`config.mk`:
```
export PLATFORM = sky130hd
export DESIGN_NAME = ps2_host_tx
export DESIGN_NICKNAME = d
export VERILOG_FILES = /design/src/rtl/ps2_host_tx.sv
export SDC_FILE = /design/constraint.sdc
export NUM_CORES = 1
export LEC_CHECK = 0
export ABC_AREA = 1
export ABC_CLOCK_PERIOD_IN_PS = 1790
export BUFFER_PORTS_ARGS = -buffer_cell sky130_fd_sc_hd__buf_2
export CAP_MARGIN = 20
export CELL_PAD_IN_SITES_DETAIL_PLACEMENT = 1
export CELL_PAD_IN_SITES_GLOBAL_PLACEMENT = 1
export CORE_UTILIZATION = 44
export CTS_CLUSTER_DIAMETER = 30
export DETAILED_ROUTE_END_ITERATION = 12
export PLACE_DENSITY_LB_ADDON = 0.1
export SLEW_MARGIN = 15
export SYNTH_ARGS = -nofsm -noshare
export SYNTH_HDL_FRONTEND = slang
export SYNTH_SLANG_ARGS = --single-unit
```
`constraint.sdc`:
```
create_clock -name clk_i -period 1.79 [get_ports clk_i]
set_input_delay 0.179 -clock clk_i [delete_from_list [all_inputs] [get_ports clk_i]]
set_output_delay 0.179 -clock clk_i [all_outputs]
set_load 0.005 [all_outputs]
```
`src/rtl/ps2_host_tx.sv`:
```
// ps2_host_tx: PS/2 host-to-device byte transmitter with inhibit/RTS, ACK check and timeout.
// Define PS2_TX_RESEND_EN to retransmit a failed byte up to two more times before reporting.
module ps2_host_tx #(
  parameter int INHIBIT_CYCLES = 2400,
  parameter int TIMEOUT_CYCLES = 360000,
  parameter int FILTER_LEN     = 8
) (
  input  logic       clk_i,
  input  logic       res_n_i,
  input  logic [7:0] tx_data_i,
  input  logic       tx_valid_i,
  output logic       tx_ready_o,
  input  logic       ps2_clk_i,
  input  logic       ps2_dat_i,
  output logic       ps2_clk_oe_o,
  output logic       ps2_dat_oe_o,
  output logic       rx_inhibit_o,
  output logic       done_o,
  output logic       ack_err_o,
  output logic       timeout_o
);
  typedef enum logic [2:0] {IDLE, INHIBIT, RTS, SHIFT, ACK, WAIT_IDLE} state_t;
  localparam int FW = $clog2(FILTER_LEN + 1);
  localparam int IW = $clog2(INHIBIT_CYCLES + 1);
  localparam int TW = $clog2(TIMEOUT_CYCLES + 1);
  state_t state;
  logic [1:0] clk_sync, dat_sync;
  logic [FW-1:0] clk_cnt, dat_cnt;
  logic clk_f, dat_f, clk_f_d;
  logic [IW-1:0] icnt;
  logic [TW-1:0] tcnt;
  logic [7:0] data;
  logic parity;
  logic [3:0] bit_cnt;
  logic fall, tmo, fail, retry;
`ifdef PS2_TX_RESEND_EN
  logic [1:0] retries;
  assign retry = retries != 2'd2;
`else
  assign retry = 1'b0;
`endif
  assign tx_ready_o = state == IDLE;
  assign rx_inhibit_o = state != IDLE;
  assign fall = clk_f_d & ~clk_f;
  assign tmo = (state inside {RTS, SHIFT, ACK, WAIT_IDLE}) && tcnt == TW'(TIMEOUT_CYCLES - 1);
  assign fail = tmo || (state == ACK && fall && dat_f);
  // A new level is accepted only after FILTER_LEN consecutive samples disagree with the current one
  always_ff @(posedge clk_i) begin
    if (!res_n_i) begin
      clk_sync <= 2'b11;
      dat_sync <= 2'b11;
      clk_cnt <= '0;
      dat_cnt <= '0;
      clk_f <= 1'b1;
      dat_f <= 1'b1;
      clk_f_d <= 1'b1;
    end else begin
      clk_sync <= {clk_sync[0], ps2_clk_i};
      dat_sync <= {dat_sync[0], ps2_dat_i};
      clk_f_d <= clk_f;
      if (clk_sync[1] == clk_f) clk_cnt <= '0;
      else if (clk_cnt == FW'(FILTER_LEN - 1)) begin
        clk_f <= clk_sync[1];
        clk_cnt <= '0;
      end else clk_cnt <= clk_cnt + FW'(1);
      if (dat_sync[1] == dat_f) dat_cnt <= '0;
      else if (dat_cnt == FW'(FILTER_LEN - 1)) begin
        dat_f <= dat_sync[1];
        dat_cnt <= '0;
      end else dat_cnt <= dat_cnt + FW'(1);
    end
  end
  always_ff @(posedge clk_i) begin
    if (!res_n_i) begin
      state <= IDLE;
      ps2_clk_oe_o <= 1'b0;
      ps2_dat_oe_o <= 1'b0;
      done_o <= 1'b0;
      ack_err_o <= 1'b0;
      timeout_o <= 1'b0;
      icnt <= '0;
      tcnt <= '0;
      data <= '0;
      parity <= 1'b0;
      bit_cnt <= '0;
`ifdef PS2_TX_RESEND_EN
      retries <= '0;
`endif
    end else begin
      done_o <= 1'b0;
      ack_err_o <= 1'b0;
      timeout_o <= 1'b0;
      tcnt <= (fall || state == IDLE || state == INHIBIT) ? '0 : tcnt + TW'(1);
      if (fail) begin
        ps2_dat_oe_o <= 1'b0;
        ps2_clk_oe_o <= retry;
        bit_cnt <= '0;
        icnt <= '0;
        state <= retry ? INHIBIT : IDLE;
        timeout_o <= !retry && tmo;
        ack_err_o <= !retry && !tmo;
`ifdef PS2_TX_RESEND_EN
        if (retry) retries <= retries + 2'd1;
`endif
      end else begin
        case (state)
          IDLE: if (tx_valid_i) begin
            data <= tx_data_i;
            parity <= ~^tx_data_i;
            bit_cnt <= '0;
            icnt <= '0;
            ps2_clk_oe_o <= 1'b1;
            state <= INHIBIT;
`ifdef PS2_TX_RESEND_EN
            retries <= '0;
`endif
          end
          INHIBIT: begin
            icnt <= icnt + IW'(1);
            if (icnt == IW'(INHIBIT_CYCLES - 2)) ps2_dat_oe_o <= 1'b1;
            if (icnt == IW'(INHIBIT_CYCLES - 1)) begin
              ps2_clk_oe_o <= 1'b0;
              state <= RTS;
            end
          end
          RTS: state <= SHIFT;
          // Host changes data on the device's falling edge; device samples on the rising edge
          SHIFT: if (fall) begin
            bit_cnt <= bit_cnt + 4'd1;
            ps2_dat_oe_o <= bit_cnt < 4'd8 ? ~data[bit_cnt[2:0]] : bit_cnt == 4'd8 ? ~parity : 1'b0;
            if (bit_cnt == 4'd9) state <= ACK;
          end
          ACK: if (fall) state <= WAIT_IDLE;
          WAIT_IDLE: if (clk_f && dat_f) begin
            done_o <= 1'b1;
            state <= IDLE;
          end
          default: state <= IDLE;
        endcase
      end
    end
  end
endmodule

```
==> results of run 1 <==
==> cells in the final DEF, fill, tap and decap left out, types with 2 or more instances in the layout <==
master,netlist,layout
xnor2_1,4,4
ha_1,8,8
nor3_1,11,11
inv_6,0,5
buf_2,2,19
nor2_1,67,66
and2_1,2,2
nand2_2,4,4
inv_1,52,52
buf_4,0,12
dfxtp_1,67,67
o21a_1,2,2
o211ai_1,2,2
nor2_4,6,6
nand3b_1,4,4
xor2_1,8,8
nand2_4,2,2
nor3b_1,5,5
inv_2,5,5
a21oi_1,31,31
a211o_1,2,2
dlygate4sd3_1,0,2
nor2_2,2,3
a31oi_1,2,2
nand2_1,99,99
or2_2,5,5
nand3_1,26,26
clkbuf_8,0,9
nand4_1,9,9
o21ai_0,22,22
==> cells by family (layout without fill, tap and decap cells) <==
logic type	after synthesis	in the layout	synth area share, %
buffers and inverters	64	106	8.159
adder cells (fa/ha/maj)	8	8	2.994
AO/OA/AOI/OAI	64	64	10.37
flip-flops	67	67	40.12
XOR/XNOR	12	12	3.144
AND/OR/NAND/NOR	248	248	35.22
==> worst min-delay path, stage by stage <==
cell and delay [ns]:
buf_2 0.11, nand2_1 0.06, a21oi_1 0.05
==> routing by layer <==
layer	wire, um	up-vias	share of wire (%)
met5	0	-	0
met4	117	0	1.5
met3	146	10	1.9
met2	3743	26	48
met1	3820	1436	49
li1	-	1555	-
==> synthesized netlist by cell type, drive strengths merged <==
library cell / instances / share of area, %
o21ai: 23 / 3.4
nor2: 75 / 9.9
and2: 2 / 0.37
a211o: 2 / 0.52
nand3: 28 / 4.7
o21a: 2 / 0.45
inv: 57 / 6.4
nand4: 9 / 1.7
buf: 6 / 1.6
xnor2: 4 / 1.0
a31oi: 2 / 0.37
dfxtp: 67 / 40
a211oi: 1 / 0.22
o211ai: 2 / 0.45
nand2: 105 / 13
a21oi: 31 / 4.6
clkbuf: 1 / 0.11
a41oi: 1 / 0.26
ha: 8 / 3.0
or2: 6 / 1.1
nand3b: 5 / 1.2
nor3: 12 / 2.1
nor3b: 6 / 1.5
xor2: 8 / 2.1
==> timing repair <==
action                     in CTS  in global routing
setup endpoints to repair       0                 15
hold buffers                    2                  0
hold endpoints to repair        2                  0
buffers inserted                0                  2
gates resized for setup         0                  1
==> cell type report <==
type                    count  area (um2)  share of cell area [%]
clock inverters             7       81.33                   2.128
inverters                  57       214.0                   5.599
repair buffers             33       205.2                   5.370
well taps                  99       123.9                   3.242
multi-input cells         332        1732                   45.32
clock buffers               9       123.9                   3.242
flip-flops and latches     67        1341                   35.10
==> registers in the layout, summed over array words and instances (netlist names), 2 cells and up <==
signal	flops
bit_cnt	4
clk_sync	2
dat_cnt	4
dat_sync	2
clk_cnt	4
tcnt	19
icnt	12
data	8
state	3
==> per-stage QoR <==
step	TNS, ns	setup slack, ns	hold slack (ns)
after floorplan	0	0.3653	0.2856
after CTS	0	0.09687	0.08302
final	0	0.1232	0.09389
after global placement	0	0.1982	0.3640
after global routing	-0.06748	-0.04127	0.1023
after detailed placement	0	0.1248	0.3679
==> power by group through the flow <==
stage / registers [mW] / clock network [mW] / logic [mW]
5_1_grt: 1.72 / 1.44 / 1.40
2_1_floorplan: 1.72 / 0 / 0.927
3_3_place_gp: 1.73 / 0 / 1.21
6_report: 1.70 / 1.34 / 1.24
4_1_cts: 1.70 / 1.37 / 1.25
3_5_place_dp: 1.74 / 0 / 1.24
==> how the worst max path moves through the flow <==
stage,startpoint,endpoint,slack [ns],depth (start not counted)
floorplan,tcnt[0],ps2_clk_oe_o,0.37,8
global placement,tcnt[0],bit_cnt[2],0.20,9
detailed placement,tcnt[0],bit_cnt[2],0.12,9
CTS,tcnt[0],bit_cnt[2],0.1,9
global route,tcnt[0],tcnt[18],-0.04,8
finish,tcnt[0],icnt[7],0.12,8
==> results.yml, run 1 <==
status:
  status: "finished clean"
critical_path:
  r2r-end: "icnt[7]"
  slowest_stage: "dfxtp_1"
  cp_slowest_stage_delay_ns: 0.36
  worst-path-buf-inv: 1
  setup.worst_path.end_class: "flip-flop"
  worstPathCellList: "ha_1, nand2_1, nor2_2, nand2_1, nand3b_2, nand3_4, buf_4, nor3b_2"
  cp-start-kind: "flip-flop"
  regToRegSetupSlack_ns: 0.12
  worstPathArrival_ns: 1.91
  critPathMaxFanout: 11
  ff2ff_path_depth: 8
  cpMostUsedCell: "nand2_1"
  critPathTopFamily: "simple AND/OR/NAND/NOR gates"
  r2r-start: "tcnt[0]"
  worst-endpoint-required_ns: 2.04
  critPathKind: "reg -> reg"
floorplan:
  core_um2: 7292
  die_area_um2: 7950
  rows: 31
  die_w_um: 89.17
  start_util_pct: 45.85
  die_h_um: 89.17
  io_pins: 20
placement:
  gp_congestion: 0.8020
  dpl.hpwl_um: 5845
  port_buffers: 19
  placed_cells: 584
  placed_area_um2: 3578
cells_and_area:
  final_cells: 604
  utilization_pct: 52.40
  diodes: 0
  final_cell_area_um2: 3821
  syn_to_final_growth_pct: 14.30
  nFillCells: 978
  layout.nets: 521
  drive_gt1_share_pct: 15.25
detailed_routing:
  drtAntennaViolNets: 0
  num_vias: 3027
  drt_first_pass_iters: 6
  drc: 0
  vias_per_cell: 5.012
  routed_wl_um: 7827
  drt-initial-drc-count: 60
  wl_per_cell_um: 12.96
global_routing:
  overflow: 0
  first_global_vias: 2876
  grt.total_usage_pct: 21.07
  met3_usage_pct: 4.155
  grt.met2_usage_pct: 34.49
  use_met1_pct: 27.40
  grt_antenna_before_repair: 0
  grt_max_degree: 15
  grt_pass1_wl_um: 12860
  top_usage_layer: "met2"
synthesis:
  synth.distinct_cells: 37
  synth-seq-cells: 67
  synth_area_per_cell_um2: 7.221
  ys_warn_count: 0
  syn_inst: 463
  synth_fp_nets: 484
  ys_seq_area_share_pct: 40.12
  netlist_area_um2: 3343
min_path:
  hold_depth: 3
  min_from: "tx_data_i[3]"
  hold_end: "data[3]"
  hold_class: "in -> reg"
timing:
  slew_violations: 0
  clock.fmax_mhz: 600.0
  hold_viol: 0
  fin_crit_sh_pct: 93.12
  post-route-min-period_ns: 1.667
  setup_viol: 0
  finClkSkew_ns: 0.009534
  tightest_slew_ns: 0.3920
  maxSlewHeadroom_pct: 73.67
flow_run:
  drv_cap: 0
power:
  p_comb_share_pct: 28.9
  netSwitchingFraction_pct: 36.93
  clkPwrFrac_pct: 31.3
  p_per_area_nw_per_um2: 1122
  p_leak_nw: 1.593
  p_sw_mw: 1.583
  power_mw: 4.286
  pwr-share-seq_pct: 39.8
  p_int_mw: 2.703
  peakVddDrop_mv: 0.6295
cts:
  worstSkewPairLatency_ns: 0.36
  cts_tree: "done"
  clock_sinks: 67
  clk_pin_slew_ns: 0.08
  cts-root-buf: "clkbuf_8"
  clockBufferDepth: 2
  htreeDepth: 3
  cts_made_buffers: 9
No activity file was read; power rests on OpenSTA's default activity.
==> run 2: changes to the inputs <==
--- a/config.mk
+++ b/config.mk
@@ -11,9 +11,11 @@
 export CAP_MARGIN = 20
 export CELL_PAD_IN_SITES_DETAIL_PLACEMENT = 1
 export CELL_PAD_IN_SITES_GLOBAL_PLACEMENT = 1
+export CORE_MARGIN = 1.5
 export CORE_UTILIZATION = 44
 export CTS_CLUSTER_DIAMETER = 30
 export DETAILED_ROUTE_END_ITERATION = 12
+export HOLD_SLACK_MARGIN = 0.02
 export PLACE_DENSITY_LB_ADDON = 0.1
 export SLEW_MARGIN = 15
 export SYNTH_ARGS = -nofsm -noshare
==> constraint.sdc (replaced) <==
create_clock -name clk_i -period 1.79 [get_ports clk_i]
set_input_delay 0.179 -clock clk_i [delete_from_list [all_inputs] [get_ports clk_i]]
set_output_delay 0.179 -clock clk_i [all_outputs]
set_load 0.05 [all_outputs]
==> run 2 against run 1 <==
Effect of this change: fmax increased by 1.4%; sequential power is essentially flat; wire length up 3.3%; die area up 2.3%; hold slack better by 0.0085 ns; global-route usage grew 0.16 points; sequential share of layout area grew 0.12 points; largest power group unchanged.
==> results.yml, run 2 (synthesis gave the netlist of run 1 again) <==
status:
  status: "finished clean"
cts:
  clockBufferDepth: 2
  clock_sinks: 67
  cts_made_buffers: 9
  cts-root-buf: "clkbuf_8"
  cts_tree: "done"
  worstSkewPairLatency_ns: 0.35
  clk_pin_slew_ns: 0.08
  htreeDepth: 3
floorplan:
  io_pins: 20
  start_util_pct: 45.85
  die_area_um2: 8130
  rows: 31
  core_um2: 7292
  die_h_um: 90.17
  die_w_um: 90.17
power:
  p_per_area_nw_per_um2: 1158
  peakVddDrop_mv: 0.5813
  p_leak_nw: 1.583
critical_path:
  ff2ff_path_depth: 8
  cp_slowest_stage_delay_ns: 0.40
  regToRegSetupSlack_ns: 0.19
  critPathKind: "reg -> out"
  critPathMaxFanout: 5
  cp-start-kind: "flip-flop"
  worstPathCellList: "nor2_2, inv_2, nor2_4, buf_2"
  r2r-end: "icnt[1]"
  setup.worst_path.end_class: "output pin"
  slowest_stage: "dfxtp_1"
  worstPathArrival_ns: 1.46
  r2r-start: "tcnt[0]"
  worst-endpoint-required_ns: 1.61
cells_and_area:
  seq_area_um2: 1341
  nFillCells: 989
  syn_to_final_growth_pct: 13.92
  largest_reg_flops: 19
  regMostFlops: "tcnt"
  final_cell_mix: "nand2_1, dfxtp_1, nor2_1"
  multiInputGateArea_um2: 1732
  utilization_pct: 52.23
  largestRegisters: "tcnt: 19 flops, icnt: 12 flops, data: 8 flops"
  layout_commonest_cell: "nand2_1"
  diodes: 0
  drive_gt1_share_pct: 15.08
  final_cell_area_um2: 3809
  layout.nets: 520
timing:
  maxSlewHeadroom_pct: 72.96
  finClkSkew_ns: 0.01032
  fin_setup_tns_ns: 0
  setup_viol: 0
  hold_viol: 0
  tightest_slew_ns: 0.4025
  slew_violations: 0
  fin_crit_sh_pct: 91.80
  post-route-min-period_ns: 1.643
  rsz0062_at_grt: "false"
  clock.fmax_mhz: 608.5
detailed_routing:
  routed_wl_um: 8083
  dr_wl_met2_um: 3993
  dr_wl_met3_um: 180
  drt_first_pass_iters: 4
  wl_per_cell_um: 13.40
  drt-initial-drc-count: 57
  vias_per_cell: 5.075
  drtAntennaViolNets: 0
  highest_layer: "met4"
  met1_length_um: 3795
  drc: 0
  num_vias: 3060
min_path:
  hold_end: "data[1]"
  min_from: "tx_data_i[1]"
  hold_depth: 3
  hold_class: "in -> reg"
placement:
  placed_area_um2: 3571
  gp_congestion: 0.8261
  dpl.hpwl_um: 5852
  port_buffers: 19
flow_run:
  drv_cap: 0
global_routing:
  grt.total_usage_pct: 21.24
  grt_antenna_before_repair: 0
  first_global_vias: 3147
  grt_max_degree: 14
  overflow: 0
  grt_pass1_wl_um: 14060
## run 2: cell count changes in the layout (fill, tap and decap cells not counted), sizes merged
cell      change
inv           -3
clkinv        +2
buf           -1
clkinvlp      +1
## run 2: how the worst max path moves through the flow
stage / from / endpoint / slack, ns / depth (start not counted)
global route: tcnt[0] / bit_cnt[2] / 0.05 / 9
global placement: tcnt[0] / icnt[3] / 0.20 / 8
detailed placement: tcnt[0] / bit_cnt[2] / 0.14 / 9
floorplan: state[0] / bit_cnt[0] / 0.29 / 8
finish: state[1] / tx_ready_o / 0.15 / 4
CTS: tcnt[0] / bit_cnt[2] / 0.13 / 9
## run 2: per-stage QoR
| stage | hold WS [ns] | cells | power [mW] | setup slack (ns) |
|---|---|---|---|---|
| after floorplan | 0.2856 | 463 | 2.806 | 0.2861 |
| after global placement | 0.3648 | 583 | 3.090 | 0.2044 |
| after detailed placement | 0.3765 | 583 | 3.134 | 0.1414 |
| after CTS | 0.09459 | 601 | 4.449 | 0.1290 |
| after global routing | 0.1096 | 603 | 4.671 | 0.04856 |
| final | 0.1024 | 603 | 4.410 | 0.1467 |
## run 2: power by group
part	leakage, nW	switching [mW]	total, mW	internal, mW
logic	0.943	0.983	1.40	0.420
registers	0.544	0.0985	1.71	1.61
clock network	0.0962	0.648	1.30	0.652
total	1.58	1.73	4.41	2.68
## run 2: critical path, delay by kind of cell, from the launching register on
family	cells	cell delay, ns
buffers and inverters	2	0.37
flip-flops	1	0.40
AND/OR/NAND/NOR	2	0.33
## run 2: per-layer routing
layer | up-vias | global-route usage [%]
li1 | 1565 | -
met1 | 1447 | 26.03
met2 | 36 | 36.49
met3 | 12 | 4.315
met4 | 0 | 8.069
met5 | - | 0
## run 2: repair_timing
item                                    in CTS  in global routing
hold endpoints to repair                     2                  0
setup buffers                                0                  2
hold buffers                                 2                  0
endpoints found under the setup margin       0                  7
gates resized for setup                      0                  1
## run 2: layout make-up
cell class	count	area share, %
inverter	57	5.618
timing repair buffer	32	5.191
sequential	67	35.22
clock buffer	9	3.252
multi-input combinational	332	45.47
clock inverter	7	2.004
tap	99	3.252
==> run 3: changes to the inputs <==
--- a/config.mk
+++ b/config.mk
@@ -17,6 +17,8 @@
 export DETAILED_ROUTE_END_ITERATION = 12
 export HOLD_SLACK_MARGIN = 0.02
 export PLACE_DENSITY_LB_ADDON = 0.1
+export RECOVER_POWER = 50
+export REMOVE_ABC_BUFFERS = 1
 export SLEW_MARGIN = 15
 export SYNTH_ARGS = -nofsm -noshare
 export SYNTH_HDL_FRONTEND = slang
==> run 3 against run 2 <==
Effect of this change: flip-flop and latch count unchanged; worst setup slack better by 0.043 ns; utilization shrank 0.39 points; first-iteration DRC count grew 28%; critical path depth is the same; via count decreased by 1.8%; die area unchanged; cell area decreased by 0.76%; hold slack lost 0.0046 ns; highest routed layer unchanged.
==> results.yml, run 3 (synthesis gave the netlist of run 1 again) <==
critical_path:
  critPathKind: "reg -> out"
  setup.worst_path.end_class: "output pin"
  cp-start-kind: "flip-flop"
  critPathMaxFanout: 5
  worstPathArrival_ns: 1.42
  cp_slowest_stage_delay_ns: 0.40
  worstPathCellList: "nor2_2, inv_2, nor2_4, buf_2"
  worst-path-buf-inv: 2
  critPathTopFamily: "flip-flops"
  worst-endpoint-required_ns: 1.61
  slowest_stage: "dfxtp_1"
global_routing:
  grt_antenna_before_repair: 0
  grt_max_degree: 14
  overflow: 0
  grt_pass1_wl_um: 13440
  first_global_vias: 3072
  grt.total_usage_pct: 20.53
cells_and_area:
  layout.nets: 520
  largest_reg_flops: 19
  final_cell_mix: "nand2_1, dfxtp_1, nor2_1"
  diodes: 0
  regMostFlops: "tcnt"
  layout_commonest_cell: "nand2_1"
  utilization_pct: 51.84
  largestRegisters: "tcnt: 19 flops, icnt: 12 flops, data: 8 flops"
  nFillCells: 991
  syn_to_final_growth_pct: 13.06
  drive_gt1_share_pct: 13.49
power:
  p_per_area_nw_per_um2: 1132
  p_leak_nw: 1.540
  peakVddDrop_mv: 0.5324
  power_mw: 4.280
cts:
  clockBufferDepth: 2
  cts-root-buf: "clkbuf_8"
  cts_made_buffers: 9
  cts_tree: "done"
  worstSkewPairLatency_ns: 0.35
  clk_pin_slew_ns: 0.08
  clock_sinks: 67
  htreeDepth: 3
floorplan:
  core_um2: 7292
  rows: 31
  die_area_um2: 8130
  io_pins: 20
  die_h_um: 90.17
  start_util_pct: 45.85
  die_w_um: 90.17
flow_run:
  drv_cap: 0
timing:
  slew_violations: 0
  tightest_slew_ns: 0.6011
  clock.fmax_mhz: 624.9
  fin_crit_sh_pct: 89.40
  maxSlewHeadroom_pct: 60.10
  hold_viol: 0
  finClkSkew_ns: 0.01370
  post-route-min-period_ns: 1.600
  fin_setup_tns_ns: 0
  rsz0062_at_grt: "false"
  setup_viol: 0
min_path:
  hold_class: "in -> reg"
detailed_routing:
  drt-initial-drc-count: 73
  wl_per_cell_um: 12.94
  drtAntennaViolNets: 0
  num_vias: 3004
  drt_first_pass_iters: 4
  routed_wl_um: 7804
  drc: 0
  vias_per_cell: 4.982
placement:
  dpl.hpwl_um: 5862
  port_buffers: 19
  gp_congestion: 0.7766
status:
  status: "finished clean"
[run 3: cell types whose count changed in the layout (fill, tap and decap cells not counted), sizes merged]
cell      before  now
clkbuf         9   16
buf           30   24
bufinv         1    0
clkinvlp       2    1
inv           59   60
[run 3: what timing repair did]
item | in CTS | in global routing
setup endpoints to repair | 0 | 14
hold buffers | 2 | 0
resized for setup | 0 | 1
buffers inserted | 0 | 3
endpoints found under the hold margin | 2 | 0
[run 3: per-stage QoR]
step | std cells | setup WS, ns | area [um2] | hold WS, ns
3_3_place_gp | 582 | 0.1929 | 3563 | 0.3651
2_1_floorplan | 456 | 0.1566 | 3284 | 0.2480
6_report | 603 | 0.1898 | 3780 | 0.09782
3_5_place_dp | 582 | 0.09201 | 3563 | 0.3696
4_1_cts | 600 | 0.07380 | 3769 | 0.08830
5_1_grt | 603 | 0.01116 | 3780 | 0.1050
[run 3: routing by layer]
layer / track usage, % / up-vias / part of all wire, %
met5: 0 / - / 0
met4: 8.730 / 0 / 1.7
met3: 3.384 / 11 / 1.4
met2: 36.17 / 15 / 49
met1: 24.51 / 1410 / 48
li1: - / 1568 / -
[run 3: final cells by class]
type	count	area, um2	share of cell area [%]
Clock buffer	10	137.6	3.641
Clock inverter	6	47.55	1.258
Inverter	57	214.0	5.660
Multi-Input combinational cell	332	1728	45.71
Sequential cell	67	1341	35.48
Tap cell	99	123.9	3.277
Timing Repair Buffer	32	187.7	4.965
[run 3: path summary, 6_finish.rpt]
| check | endpoint | cells past startpoint | start | slack, ns |
|---|---|---|---|---|
| setup / recovery | tx_ready_o | 4 | state[1] | 0.19 |
| hold / removal | data[1] | 3 | tx_data_i[1] | 0.1 |
| hold reg to reg | clk_sync[1] | 1 | clk_sync[0] | 0.42 |
| setup reg to reg | icnt[6] | 8 | tcnt[0] | 0.19 |
[run 3: worst reg2reg max path, delay by kind of cell, from the launching register on]
family | cells | cell delay, ns
AND/OR/NAND/NOR | 5 | 0.73
flip-flops | 1 | 0.36
adder cells (fa/ha/maj) | 1 | 0.19
buffers and inverters | 1 | 0.17
AO/OA/AOI/OAI | 1 | 0.04
[run 3: power by group]
| group | leakage (nW) | switching, mW | internal (mW) | total, mW |
|---|---|---|---|---|
| clock | 0.0937 | 0.638 | 0.555 | 1.19 |
| sequential | 0.544 | 0.0902 | 1.61 | 1.70 |
| combinational | 0.902 | 0.975 | 0.412 | 1.39 |
| total | 1.54 | 1.70 | 2.58 | 4.28 |
